`src/rtl/spike_event_logger_pkg.sv`:
```
// Shared definitions for the spike event logger: default widths, FIFO operation
// encoding and the saturating counter helper.
package spike_event_logger_pkg;

   localparam int STATE_W_DEF = 8;
   localparam int TS_W_DEF    = 16;
   localparam logic [7:0] SAT_MAX = 8'hFF;

   typedef enum logic [1:0] {
      OP_IDLE = 2'b00,
      OP_POP  = 2'b01,
      OP_PUSH = 2'b10,
      OP_BOTH = 2'b11
   } fifo_op_e;

   // Event words are packed {wrap, ts, state}, MSB first.
   function automatic logic [7:0] sat_inc8(input logic [7:0] v);
      logic [7:0] r;
      if (v == SAT_MAX) begin
         r = v;
      end else begin
         r = v + 8'd1;
      end
      return r;
   endfunction

endpackage

```
`src/rtl/spike_event_logger_sync_fifo.sv`:
```
// Show-ahead synchronous FIFO; head word is read straight from storage and the
// occupancy counter separates full from empty.
module spike_event_logger_sync_fifo
   import spike_event_logger_pkg::*;
#(
   parameter int WIDTH = 25,
   parameter int DEPTH = 8
) (
   input  logic                     clk,
   input  logic                     rst,
   input  logic                     push,
   input  logic                     pop,
   input  logic [WIDTH-1:0]         din,
   output logic [WIDTH-1:0]         dout,
   output logic                     full,
   output logic                     empty,
   output logic [$clog2(DEPTH):0]   count
);

   localparam int AW = $clog2(DEPTH);

   logic [WIDTH-1:0] mem [DEPTH];
   logic [AW-1:0]    wr_ptr;
   logic [AW-1:0]    rd_ptr;
   logic             do_push;
   logic             do_pop;
   fifo_op_e         op;

   assign empty   = (count == {(AW+1){1'b0}});
   assign full    = (count == (AW+1)'(DEPTH));
   assign do_pop  = pop & ~empty;
   assign do_push = push & (~full | do_pop);
   assign op      = fifo_op_e'({do_push, do_pop});
   assign dout    = mem[rd_ptr];

   // Pointer and occupancy bookkeeping; pointers wrap naturally at DEPTH.
   always_ff @(posedge clk) begin
      if (rst) begin
         wr_ptr <= {AW{1'b0}};
         rd_ptr <= {AW{1'b0}};
         count  <= {(AW+1){1'b0}};
      end else begin
         if (do_push) wr_ptr <= wr_ptr + AW'(1);
         if (do_pop)  rd_ptr <= rd_ptr + AW'(1);
         case (op)
            OP_PUSH: count <= count + (AW+1)'(1);
            OP_POP:  count <= count - (AW+1)'(1);
            default: count <= count;
         endcase
      end
   end

   // Storage array; contents need no reset because the counter gates visibility.
   always_ff @(posedge clk) begin
      if (do_push) mem[wr_ptr] <= din;
   end

endmodule

```
`src/rtl/spike_event_logger.sv`:
```
// Captures lif spikes as timestamped events into a FIFO for a valid/ready reader
// and reports the number of spikes seen per rate window.
module spike_event_logger
   import spike_event_logger_pkg::*;
#(
   parameter int TS_W     = TS_W_DEF,
   parameter int STATE_W  = STATE_W_DEF,
   parameter int DEPTH    = 8,
   parameter int RATE_WIN = 256
) (
   input  logic                     clk,
   input  logic                     rst,
   input  logic                     enable,
   input  logic                     spike_in,
   input  logic [STATE_W-1:0]       state_in,
   input  logic                     ev_ready,
   output logic                     ev_valid,
   output logic [TS_W-1:0]          ev_ts,
   output logic [STATE_W-1:0]       ev_state,
   output logic                     ev_wrap,
   output logic [$clog2(DEPTH):0]   fifo_count,
   output logic [7:0]               dropped,
   output logic [7:0]               rate,
   output logic                     rate_valid
);

   localparam int EV_W  = TS_W + STATE_W + 1;
   localparam int WIN_W = $clog2(RATE_WIN);
   localparam logic [WIN_W-1:0] WIN_LAST = WIN_W'(RATE_WIN - 1);

   logic [TS_W-1:0]  ts;
   logic             wrap_pend;
   logic [WIN_W-1:0] win_cnt;
   logic [7:0]       spk_cnt;
   logic             push_req;
   logic             pop;
   logic             push;
   logic             wrap_now;
   logic             full;
   logic             empty;
   logic [EV_W-1:0]  din;
   logic [EV_W-1:0]  dout;

   assign push_req = enable & spike_in;
   assign ev_valid = ~empty;
   assign pop      = ev_valid & ev_ready;
   assign push     = push_req & (~full | pop);
   assign wrap_now = enable & (ts == {TS_W{1'b1}});
   assign din      = {wrap_pend | wrap_now, ts, state_in};

   spike_event_logger_sync_fifo #(
      .WIDTH (EV_W),
      .DEPTH (DEPTH)
   ) u_fifo (
      .clk   (clk),
      .rst   (rst),
      .push  (push),
      .pop   (pop),
      .din   (din),
      .dout  (dout),
      .full  (full),
      .empty (empty),
      .count (fifo_count)
   );

   // Head event is forced to zero while the FIFO is empty.
   always_comb begin
      {ev_wrap, ev_ts, ev_state} = {EV_W{1'b0}};
      if (ev_valid) begin
         {ev_wrap, ev_ts, ev_state} = dout;
      end else begin
         {ev_wrap, ev_ts, ev_state} = {EV_W{1'b0}};
      end
   end

   // Timestamp counter and the wrap flag carried to the next accepted event.
   always_ff @(posedge clk) begin
      if (rst) begin
         ts        <= {TS_W{1'b0}};
         wrap_pend <= 1'b0;
      end else begin
         if (enable) ts <= ts + TS_W'(1);
         if (push) begin
            wrap_pend <= 1'b0;
         end else if (wrap_now) begin
            wrap_pend <= 1'b1;
         end else begin
            wrap_pend <= wrap_pend;
         end
      end
   end

   // Saturating count of events lost to a full FIFO.
   always_ff @(posedge clk) begin
      if (rst) begin
         dropped <= 8'd0;
      end else if (push_req && !push) begin
         dropped <= sat_inc8(dropped);
      end else begin
         dropped <= dropped;
      end
   end

   // Windowed spike rate; dropped spikes still count toward the rate.
   always_ff @(posedge clk) begin
      if (rst) begin
         win_cnt    <= {WIN_W{1'b0}};
         spk_cnt    <= 8'd0;
         rate       <= 8'd0;
         rate_valid <= 1'b0;
      end else begin
         rate_valid <= 1'b0;
         if (enable) begin
            if (win_cnt == WIN_LAST) begin
               rate       <= push_req ? sat_inc8(spk_cnt) : spk_cnt;
               rate_valid <= 1'b1;
               spk_cnt    <= 8'd0;
               win_cnt    <= {WIN_W{1'b0}};
            end else begin
               win_cnt <= win_cnt + WIN_W'(1);
               if (push_req) spk_cnt <= sat_inc8(spk_cnt);
            end
         end
      end
   end

endmodule

```
`config.mk`:
```
export PLATFORM = sky130hd
export DESIGN_NAME = spike_event_logger
export DESIGN_NICKNAME = d
export VERILOG_FILES = /design/src/rtl/spike_event_logger_pkg.sv /design/src/rtl/spike_event_logger_sync_fifo.sv /design/src/rtl/spike_event_logger.sv
export SDC_FILE = /design/constraint.sdc
export NUM_CORES = 1
export LEC_CHECK = 0
export ABC_AREA = 1
export CAP_MARGIN = 30
export CORE_ASPECT_RATIO = 0.7
export CORE_MARGIN = 2
export CORE_UTILIZATION = 59
export CTS_BUF_LIST = sky130_fd_sc_hd__clkbuf_4 sky130_fd_sc_hd__clkbuf_8 sky130_fd_sc_hd__clkbuf_16
export DETAILED_ROUTE_END_ITERATION = 10
export GPL_TIMING_DRIVEN = 1
export PLACE_DENSITY = 0.82
export SLEW_MARGIN = 20
export SYNTH_ARGS = -nofsm -noshare
export SYNTH_HDL_FRONTEND = slang
export SYNTH_SLANG_ARGS = --single-unit
```
`constraint.sdc`:
```
create_clock -name clk -period 3 [get_ports clk]
set_input_delay 0.9 -clock clk [delete_from_list [all_inputs] [get_ports clk]]
set_output_delay 0.9 -clock clk [all_outputs]
set_load 0.05 [all_outputs]
```
==> metrics.md <==
| Metric | Value |
|---|---|
| Half-perimeter wire length after detailed placement | 14800 um |
| Worst Slack Setup Final | -0.0924 ns |
| Antenna viol nets, final | 0 |
| Share of flip-flops with an asynchronous set or reset | 0% |
| Final Non-Filler Cells | 1347 |
| Wire length per cell after detailed routing | 19.4 um |
| Syn. warnings | 0 |
| Primary flip-flop cell chosen by synthesis mapping | sky130_fd_sc_hd__edfxtp_1 |
| Footprint of the multi-input gates | 0.00324 mm2 |
| Top fanout value on the critical path | 5 |
| Part of the cycle the worst path needs | 103% |
| Number of sinks handled by clock tree synthesis | 263 |
| Post-Route WL | 26200 um |
| Floorplan die area | 0.0196 mm2 |
| Final sum of negative setup slack | -0.0924 ns |
| CTS max path bufs | 3 |
| Critical-path cell with the highest stage delay | sky130_fd_sc_hd__dfxtp_4 |
| Post-synthesis cell type count | 39 |
| Count of pins over their slew limit | 0 |
| Max_cap viols | 0 |
| Weighted congestion at the end of routability-driven global placement | 0.868 |
| Post-synth EDFFs | 200 |
| Worst slew slack as a fraction of its limit | 62.5% |
| Number of H-tree branching levels | 1 |
| Cell at the root of the clock tree | sky130_fd_sc_hd__clkbuf_16 |
| Synthesized area | 0.0109 mm2 |
| Post-synthesis sequential area ratio | 66.8% |
| Worst min path class | reg -> reg |
| Actual transition at the worst max-transition pin | 0.561 ns |
| Worst Min Path Start | rate[6]$_SDFFE_PP0P_ |
| Post-synthesis instance total | 1001 |
| First-pass GRT wire length | 39300 um |
| Total global-route track usage | 25.2% |
| DRC violations left | 0 |
| Post-CTS clock slew at the launch and capture registers of the worst setup and hold paths | 0.06 ns |
| Number of cells after detailed placement | 1283 |
| Clock tree from TritonCTS | yes |
| Startpoint-to-endpoint class of the critical path | reg -> out |
| Filler Cell Count | 1201 |
| Share of final-layout standard cells stronger than drive strength 1 | 15.8% |
| Initial antenna violation count | 0 |
| Total power density per cell area | 855 mW/mm2 |
| Top-level port count | 60 |
| Std cell rows | 41 |
| Most frequent cells in the layout | sky130_fd_sc_hd__edfxtp_1, sky130_fd_sc_hd__nor2_1, sky130_fd_sc_hd__nand2_1, sky130_fd_sc_hd__o21ai_0, sky130_fd_sc_hd__dfxtp_1 |
| Kind of end point of the critical path | output port |
| Max stage delay on crit path | 0.41 ns |
| Diodes inserted | 0 |
| Outcome | finished with violations |
| Mapped Avg Cell Area | 10.9 um2 |
| Sw Share | 35.3% |
| Violations in the final reports | setup timing |
| Vert. Die Dim | 118 um |
| Synthesis-to-finish area growth | 21.2% |
| Largest net degree at the start of global routing | 37 |
| Share of total power in sequential cells | 36.3% |
| Effective utilization at floorplan | 60.3% |
| Number of DRC markers in iteration 0 | 913 |
| Nets | 1115 |
| Via density per instance | 5.89 |
| Leakage power | 4.72 nW |
| Net count after synthesis | 1023 |
| Drt pass-1 iters | 5 |
| Clock latency at the later pin of the worst-skew pair | 0.53 ns |
| Worst IR drop on VDD | 0.683 mV |
| Total via count after detailed routing | 7934 |
| Power share of the combinational group | 36.1% |
| Switching power summed over all nets | 3.98 mW |
| Kind of start point of the critical path | flop |
| Data arrival, critical path | 2.19 ns |
| Final setup skew | 0.0219 ns |
| Worst reg2reg startpoint | u_fifo.count[0]$_SDFFE_PP0P_ |
| Count of hold-fix buffers inserted at cts | 0 |
| Count of state elements after synthesis | 263 |
| Clock buffers created by TritonCTS | 24 |
| Proportion of power drawn by the clock network | 27.6% |
| Grt total ovfl | 0 |
| Power Internal | 7.30 mW |
| Area of placed instances | 0.0119 mm2 |
| Final hold vios | 0 |
| Port Buffer Count | 59 |
| Number of global-route vias before repair | 7360 |
| Count of final setup violators | 1 |
| Final Total Pwr | 11.3 mW |
| RSZ-0062 raised after global routing | true |
| Final critical delay including setup and external delays | 3.09 ns |
| Total non-filler cell area in the finished layout | 0.0132 mm2 |
| Area occupied by registers | 0.00727 mm2 |
| Core outline area | 0.0181 mm2 |
| Cell chain of the critical path | clkbuf_16 > buf_4 > nor2_1 > nor2_1 > o21ai_0 > o21ai_0 > o21ai_0 > nor2_2 > buf_6 |
| Most frequent standard cell in the layout excluding fill and tap cells | sky130_fd_sc_hd__edfxtp_1 |
| Req. time, crit path | 2.10 ns |
| Crit-path most repeated cell | sky130_fd_sc_hd__o21ai_0 |
| Die W | 166 um |
| Worst Hold Margin | 0.454 ns |
| Top achievable clock speed | 323 MHz |
layer usage:
metal | share of wire (%) | track usage [%] | wire length [um] | vias to the layer above
li1 | - | - | - | 3708
met1 | 42 | 37.5 | 11000 | 3778
met2 | 47 | 39.5 | 12400 | 412
met3 | 9.1 | 4.14 | 2390 | 36
met4 | 1.7 | 5.98 | 433 | 0
met5 | 0 | 0 | 0 | -
sequential cells by signal (all words and copies together), names as in the netlist, named ones only:
name,cells
u_fifo.wr_ptr,3
u_fifo.mem,200
dropped,8
rate_valid,1
ts,16
wrap_pend,1
win_cnt,8
u_fifo.count,4
spk_cnt,8
u_fifo.rd_ptr,3
rate,8
Yosys cell counts, drive strengths merged, types with 3 or more instances:
master | number | area share, %
clkbuf | 20 | 0.75
nand3 | 40 | 1.9
buf | 27 | 1.6
ha | 9 | 1.0
xor2 | 5 | 0.40
o21ai | 144 | 6.7
inv | 51 | 1.8
o22ai | 25 | 1.4
mux2i | 25 | 2.3
nor3 | 13 | 0.64
nand4 | 10 | 0.57
nand2 | 109 | 3.9
edfxtp | 200 | 55
nor2 | 209 | 7.4
xnor2 | 3 | 0.24
a21oi | 37 | 1.7
dfxtp | 63 | 12
worst max-delay path, delay by kind of cell (launching register included):
family          cells  cell delay (ns)
simple gates        3             0.27
flops               1             0.41
compound gates      3             0.54
buf+inv             3             0.47
final timing paths:
check	depth (start not counted)	endpoint	slack (ns)
worst max-delay path	9	ev_wrap	-0.09
worst min-delay path	2	rate[6]$_SDFFE_PP0P_	0.45
worst max register to register	14	u_fifo.count[2]$_SDFFE_PP0P_	0.57
worst min register to register	2	rate[6]$_SDFFE_PP0P_	0.45
cell type report:
type / count / share of cell area [%]
repair buffers: 112 / 10.3
multi-input cells: 639 / 24.6
repair inverters: 1 / 0.0569
inverters: 52 / 1.57
clock inverters: 15 / 1.24
flip-flops and latches: 263 / 55.2
well taps: 236 / 2.24
clock buffers: 29 / 4.84
power groups by stage:
| stage | registers, mW | clock network (mW) | logic [mW] |
|---|---|---|---|
| after floorplan | 4.17 | 0 | 2.28 |
| after global placement | 4.16 | 0 | 3.26 |
| after detailed placement | 4.16 | 0 | 3.31 |
| after CTS | 4.08 | 3.12 | 3.60 |
| after global routing | 4.10 | 3.29 | 4.34 |
| final | 4.09 | 3.11 | 4.07 |
per-stage QoR:
step | util, % | setup slack, ns
6_report | 73.0 | -0.0924
3_5_place_dp | 65.8 | 0.120
5_1_grt | 73.0 | -0.192
3_3_place_gp | 65.8 | 0.204
4_1_cts | 71.2 | -0.0134
2_1_floorplan | - | 0.130
logic make-up after synthesis:
logic type / after synthesis / synth area share (%)
fa+ha+maj: 9 / 1.03
simple gates: 386 / 14.8
buf+inv: 99 / 4.16
mux: 25 / 2.30
compound gates: 211 / 10.2
flops: 263 / 66.8
xor+xnor: 8 / 0.644
repair_timing:
| action | CTS | global route |
|---|---|---|
| setup endpoints to repair | 26 | 25 |
| resized for setup | 12 | 75 |
| buffers inserted | 2 | 8 |
| cloned | 4 | 6 |
| pin swaps | 1 | 24 |
Note: power is estimated with default switching activity, not from simulation.
